$ cat config.mk
export PLATFORM = sky130hd
export DESIGN_NAME = sync_fifo_gen
export DESIGN_NICKNAME = d
export VERILOG_FILES = /design/src/rtl/sync_fifo_gen.sv
export SDC_FILE = /design/constraint.sdc
export NUM_CORES = 1
export LEC_CHECK = 0
export ABC_AREA = 1
export CORE_UTILIZATION = 40
export DETAILED_ROUTE_END_ITERATION = 6
export SLEW_MARGIN = 25
export SYNTH_ARGS = -nofsm -noshare
export SYNTH_HDL_FRONTEND = slang
export SYNTH_SLANG_ARGS = --single-unit
$ cat constraint.sdc
create_clock -name clk -period 4.9 [get_ports clk]
set_clock_uncertainty 0.05 [all_clocks]
set_input_delay 0.735 -clock clk [delete_from_list [all_inputs] [get_ports clk]]
set_output_delay 0.735 -clock clk [all_outputs]
set_load 0.005 [all_outputs]
$ cat src/rtl/sync_fifo_gen.sv
// Parametrised single-clock FIFO with occupancy count, threshold flags,
// sticky overflow/underflow and selectable standard or first-word-fall-through reads.
module sync_fifo_gen #(
  parameter int DATA_W    = 8,
  parameter int DEPTH     = 16,
  parameter int AF_THRESH = DEPTH - 2,
  parameter int AE_THRESH = 2,
  parameter bit FWFT      = 1'b0
) (
  input  logic                       clk,
  input  logic                       nrst,
  input  logic                       we,
  input  logic [DATA_W-1:0]          din,
  input  logic                       re,
  input  logic                       clr_err,
  output logic [DATA_W-1:0]          dout,
  output logic                       d_full,
  output logic                       d_empty,
  output logic                       almost_full,
  output logic                       almost_empty,
  output logic [$clog2(DEPTH):0]     count,
  output logic                       overflow,
  output logic                       underflow
);

  localparam int AW = $clog2(DEPTH);
  localparam int CW = AW + 1;

  logic [DATA_W-1:0] r_mem [DEPTH];
  logic [AW-1:0]     r_wr_ptr;
  logic [AW-1:0]     r_rd_ptr;
  logic [CW-1:0]     r_count;
  logic              r_overflow;
  logic              r_underflow;

  logic              w_full;
  logic              w_empty;
  logic              w_wr_acc;
  logic              w_rd_acc;

  // Flags come only from the count register, never from we/re.
  assign w_full   = (r_count == CW'(DEPTH));
  assign w_empty  = (r_count == '0);
  assign w_wr_acc = we && !w_full;
  assign w_rd_acc = re && !w_empty;

  // Storage is deliberately unreset; zeroed pointers make stale data unreachable.
  always_ff @(posedge clk) begin
    if (w_wr_acc && nrst) begin
      r_mem[r_wr_ptr] <= din;
    end
  end

  always_ff @(posedge clk) begin
    if (!nrst) begin
      r_wr_ptr <= '0;
      r_rd_ptr <= '0;
      r_count  <= '0;
    end else begin
      if (w_wr_acc) r_wr_ptr <= r_wr_ptr + 1'b1;
      if (w_rd_acc) r_rd_ptr <= r_rd_ptr + 1'b1;
      case ({w_wr_acc, w_rd_acc})
        2'b10:   r_count <= r_count + 1'b1;
        2'b01:   r_count <= r_count - 1'b1;
        default: r_count <= r_count;
      endcase
    end
  end

  // A fresh error in the same cycle as clr_err keeps the flag set.
  always_ff @(posedge clk) begin
    if (!nrst) begin
      r_overflow  <= 1'b0;
      r_underflow <= 1'b0;
    end else begin
      r_overflow  <= (we && w_full)  || (r_overflow  && !clr_err);
      r_underflow <= (re && w_empty) || (r_underflow && !clr_err);
    end
  end

  generate
    if (FWFT) begin : g_fwft
      assign dout = w_empty ? '0 : r_mem[r_rd_ptr];
    end else begin : g_std
      logic [DATA_W-1:0] r_dout;
      always_ff @(posedge clk) begin
        if (!nrst) begin
          r_dout <= '0;
        end else if (w_rd_acc) begin
          r_dout <= r_mem[r_rd_ptr];
        end
      end
      assign dout = r_dout;
    end
  endgenerate

  assign d_full       = w_full;
  assign d_empty      = w_empty;
  assign almost_full  = (r_count >= CW'(AF_THRESH));
  assign almost_empty = (r_count <= CW'(AE_THRESH));
  assign count        = r_count;
  assign overflow     = r_overflow;
  assign underflow    = r_underflow;

endmodule

# --- After elaboration in Yosys (flattened, before gate mapping) ---
# Memories as Yosys holds them, arrays and structs flattened. A register that Yosys moved wholly into a read port is not among the register bits.
# Cells that the tools add are included.
word_totals:
  register_bits: 15
  output_inout_bits: 19
  mem_count: 1
  ram_bits: 128
  word_cells: 33
  inputBits: 13
mem_list:
  columns: ["name", "depth", "word_bits", "read_ports", "rd_clocked_by_memory_dff", "write_ports", "line_no", "text"]
  rows:
  - ["r_mem", 16, 8, 1, 1, 1, "29", "logic [DATA_W-1:0] r_mem [DEPTH];"]
classes:
  addsub: 4
  n_lt_le_gt_ge: 2
  muxes: 3
  n_eq_ne: 3
  reduce_logical: 15
op_table:
  columns: ["cell", "count"]
  rows:
  - ["$pmux W5 S2", 1]
  - ["$add A4 B1 Y4 const B", 2]
  - ["$logic_and A1 B1 Y1", 7]
  - ["$add A5 B1 Y5 const B", 1]
  - ["$eq A5 B5 Y1 const B", 1]
  - ["$ge A5 B4 Y1 const B", 1]
  - ["$le A5 B2 Y1 const B", 1]
  - ["$logic_not A5 Y1", 1]
  - ["$sub A5 B1 Y5 const B", 1]
  - ["$logic_not A1 Y1", 4]
  - ["$eq A2 B1 Y1 const B", 1]
  - ["$eq A2 B2 Y1 const B", 1]
  - ["$logic_or A1 B1 Y1", 2]
  - ["$mux W1", 2]
  - ["$reduce_bool A2 Y1", 1]

# --- Longest topological paths before layout ---
logic_depth:
  depth_word: 6
  mapped_depth: 16
  depth_no_buf: 15

# --- Worst setup path before layout ---
# No wires, ideal clock.
synth_path:
  kind: "input-to-reg"
  start: "in re"
  end: "reg r_count[4] (netlist: count[4])"
  setup_time_ns: 0.071
  path_slack_ns: 2.561
  t_required_ns: 4.779
  path_buffers: 1
  cell_stages: 13
  arrival_ns: 2.219
  cell_sequence: "nand2_2 > inv_1 > buf_4 > ha_1 > inv_1 > fa_1 > inv_1 > nand2_1 > a21boi_0 > o21bai_1 > nand2_1 > nand2_1 > a21oi_1"
synth_via:
  elab_chain_len: 3
  elab_cells_between_ends: 5
  cone_classes: "eq/ne: 2; mux: 1; reduce/logical: 2"
synth_lines:
  columns: ["element", "line_no", "text"]
  rows:
  - ["start: declaration", "14", "input logic re,"]
  - ["$logic_and A1 B1 Y1 *", "45", "assign w_rd_acc = re && !w_empty;"]
  - ["named net w_rd_acc", "39", "logic w_rd_acc;"]
  - ["$eq A2 B1 Y1 or $eq A2 B2 Y1 (tied branches)", "62", "case ({w_wr_acc, w_rd_acc})"]
  - ["$pmux W5 S2 or $reduce_bool A2 Y1 (tied branches)", null, null]
  - ["end signal: assignment", "63", "2'b10: r_count <= r_count + 1'b1;"]
  - ["end signal: assignment", "64", "2'b01: r_count <= r_count - 1'b1;"]
  - ["end signal: assignment", "65", "default: r_count <= r_count;"]
  - ["end: declaration", "32", "logic [CW-1:0] r_count;"]
# Mark *: on every way through the listed nets, which the timed path passes. The rest lies on a longest branch.
# A chain may end at the register's enable or synchronous reset.

# --- Final worst setup path ---
layout_path:
  start: "in re"
  end: "reg r_count[4] (netlist: count[4])"
layout_via:
  elab_chain_len: 3
  elab_cells_between_ends: 5
  cone_classes: "eq/ne: 2; mux: 1; reduce/logical: 2"
layout_lines:
  columns: ["element", "line_no"]
  rows:
  - ["$logic_and A1 B1 Y1 *", "45"]
  - ["$eq A2 B1 Y1 or $eq A2 B2 Y1 (tied branches)", "62"]
  - ["$pmux W5 S2 or $reduce_bool A2 Y1 (tied branches)", null]
# Every way passes the cells marked *; elsewhere a longest branch is shown, timed or not.

==> key figures <==
Worst hold path
  – Min-Delay Path Class: register to register

Routing
  – Routed WL per cell: 16.4 um
  – DRT Pass-1 Iters: 5
  – Vias per cell: a little under 5
  – WL final: ~15 mm
  – DRC: 0
  – Final ANT Viol Nets: 0
  – Vias: ~4600
  – 1st-iter DRT viols: roughly 370

Yosys
  – Synthesized instance count: approximately 680
  – Synth area leader: edfxtp_1
  – Count of different cell masters after synthesis: 25
  – Top cell type's share of synthesized area: between 50% and 60%
  – Mapped Area: about 6600 sq um
  – Syn_nets: 700
  – Synth warnings: 0
  – Synthesis-stage register bit count: 151
  – Mean Syn Cell Area: ~10 sq um
  – Top cells by area, synth: edfxtp_1 58%, nand2_1 12%, nand3_1 7.4%, dfxtp_1 6.9%, inv_1 5.3%
  – Seq/Total Area, Yosys: roughly 65%

Job
  – Max Cap Violations: 0

Place
  – Setup slack at placement: approximately 1.6 ns
  – Buffers on Ports: 31
  – Final GP Congestion: roughly 0.80
  – HPWL Detailed: 9.43 mm
  – Placed cell areas: 7070 sq um

Timing
  – Tmin final: just under 3 ns
  – Unrepaired setup endpoints after global routing: no
  – Worst Tran Pin Value: 0.893 ns
  – Period utilization: between 50% and 60%
  – Peak Freq: between 300 and 400 MHz
  – Setup WS post-layout: a little under 2 ns
  – Max-slew headroom: 40.2%
  – Setup TNS: 0 ns
  – Hold Vio Cnt, Final: 0
  – Setup-failing EPs final: 0
  – Pins Over Slew Limit: 0

Global routing
  – GRT overflow: 0
  – Total Routing Usage GR: about a fifth
  – First-pass GRT wire length: roughly 24 mm
  – Vias in the first global route: around 4600
  – Initial antenna violation count: 0
  – Largest net degree at the start of global routing: 67

Clock network
  – Clock slew at reported path FFs: around 0.06 ns
  – Clock Tree Buf Depth: 2
  – Clk sinks: about 150
  – CTS resizes: 0
  – Clock tree root buffer cell: clkbuf_16
  – Num CTS Buffers: 17
  – CTS tree: built
  – Post-CTS Setup Repair Bufs: 0
  – Hold-fix buffer count after cts: 0
  – H-tree depth: 4
  – Worst skew pair latency: approximately 0.43 ns

Pwr
  – Static Leak: 3.14 nW
  – Switching power: roughly 1.2 mW
  – Pwr/cell area: approximately 500 nW/um^2
  – Overall Power: 3.78 mW
  – Int Power: roughly 2.6 mW
  – Clock power frac: 32.7%
  – Max VDD drop: roughly 0.44 mV
  – Switching Share: 32.0%
  – Comb pwr share: between 20% and 30%
  – Flop pwr share: 40.4%

Floorplan
  – Die ar.: between 15000 and 20000 sq um
  – I/O Pins: 32
  – Die H: approximately 130 um
  – Die W: roughly 130 um
  – FP Rows: 46
  – Core area: around 16000 sq um
  – Starting density of the core: between 40 and 50%

Finish
  – Nets: around 720
  – Layout cells sized above 1: under 10%
  – Final Cell Area: between 7000 and 8000 sq um
  – Ant diodes: 0
  – FILL cells: 1457
  – Layout area overhead: 14.7%

Status
  – Status: completed

Critical path
  – Data required, critical path: ~5.2 ns
  – Crit. End Element: register
  – Critical Path AT: between 3 and 4 ns
  – CP Launch Type: primary input
  – Worst Setup Path Type: primary input to register
  – Maximum fanout along the worst path: 20
cell type report:
cell class,count,area [sq um],area share [%]
timing repair buffer,33,325,4.27
inverter,97,367,4.81
sequential,151,4310,56.5
multi-input combinational,400,1800,23.7
tap,216,270,3.55
clock buffer,22,444,5.83
clock inverter,10,105,1.38
power groups by stage:
stage	logic [mW]	clock network [mW]	registers, mW
5_1_grt	1.15	1.30	1.53
3_3_place_gp	1.01	0	1.55
2_1_floorplan	0.685	0	1.54
4_1_cts	1.03	1.24	1.53
6_report	1.02	1.24	1.53
3_5_place_dp	1.02	0	1.55
metal layers:
metal / track usage [%] / part of all wire, %
met5: 0 / 0
met4: 8.38 / 2.1
met1: 25.4 / 43
met3: 4.36 / 5.2
met2: 32.2 / 49
cell families (layout without fill, tap and decap cells):
logic type	Yosys count	count (layout)	synth area share, %
flip-flops	151	151	64.8
XOR/XNOR	5	5	0.659
buffers and inverters	126	162	8.08
adder cells (fa/ha/maj)	10	10	2.00
AND/OR/NAND/NOR	357	357	22.2
AO/OA/AOI/OAI	28	28	2.28
state kept, by name, summed over array words and instances, names as in the netlist:
name / count
count: 5
r_wr_ptr: 4
dout: 8
overflow: 1
r_rd_ptr: 4
r_mem: 128
underflow: 1
cells in the mapped netlist:
cell	count
xnor2_1	1
o21ai_0	8
inv_2	2
buf_4	8
ha_1	9
nand4_1	2
o21bai_1	1
buf_6	2
o31ai_1	1
a21boi_0	1
nand2_1	221
nand2_2	3
a21oi_1	16
fa_1	1
buf_1	1
clkinv_1	2
nor2_1	33
nand3_1	98
clkbuf_1	3
xor2_1	4
inv_1	93
a2111oi_0	1
buf_2	15
edfxtp_1	128
dfxtp_1	23
critical path, cell delays in order:
cell and delay, ns:
clkdlybuf4s50_1 0.49, nand2_2 0.09, inv_1 0.46, ha_1 0.38, inv_1 0.08, fa_1 0.40
inv_1 0.07, nand2_1 0.06, a21boi_0 0.16, o21bai_1 0.08, nand2_1 0.06, nand2_1 0.04
a21oi_1 0.12
cell usage in the layout, fill, tap and decap left out, types with 3 or more instances in the layout:
cell,n
nand2_1,221
edfxtp_1,128
nand3_1,98
inv_1,92
nor2_1,33
clkdlybuf4s50_1,31
dfxtp_1,22
clkbuf_16,17
a21oi_1,16
ha_1,9
o21ai_0,8
clkinv_1,5
clkbuf_1,5
xor2_1,4
nand2_2,3
path summary, 6_finish.rpt:
check                             start               endpoint  slack, ns  cells after the start
setup / recovery                     re  count[4]$_SDFFE_PN0P_       1.96                     13
hold / removal     underflow$_SDFF_PN0_   underflow$_SDFF_PN0_       0.42                      2
setup reg to reg  count[4]$_SDFFE_PN0P_  count[4]$_SDFFE_PN0P_       2.06                     14
hold reg to reg    underflow$_SDFF_PN0_   underflow$_SDFF_PN0_       0.42                      2
metrics by stage:
step                      utilization (%)  hold WS [ns]  instances
after floorplan                         -         0.410        677
after global placement               44.0         0.406        897
after detailed placement             44.0         0.415        897
after CTS                            47.5         0.423        929
after global routing                 47.5         0.458        929
final                                47.5         0.423        929
No activity file was read; power rests on OpenSTA's default activity.
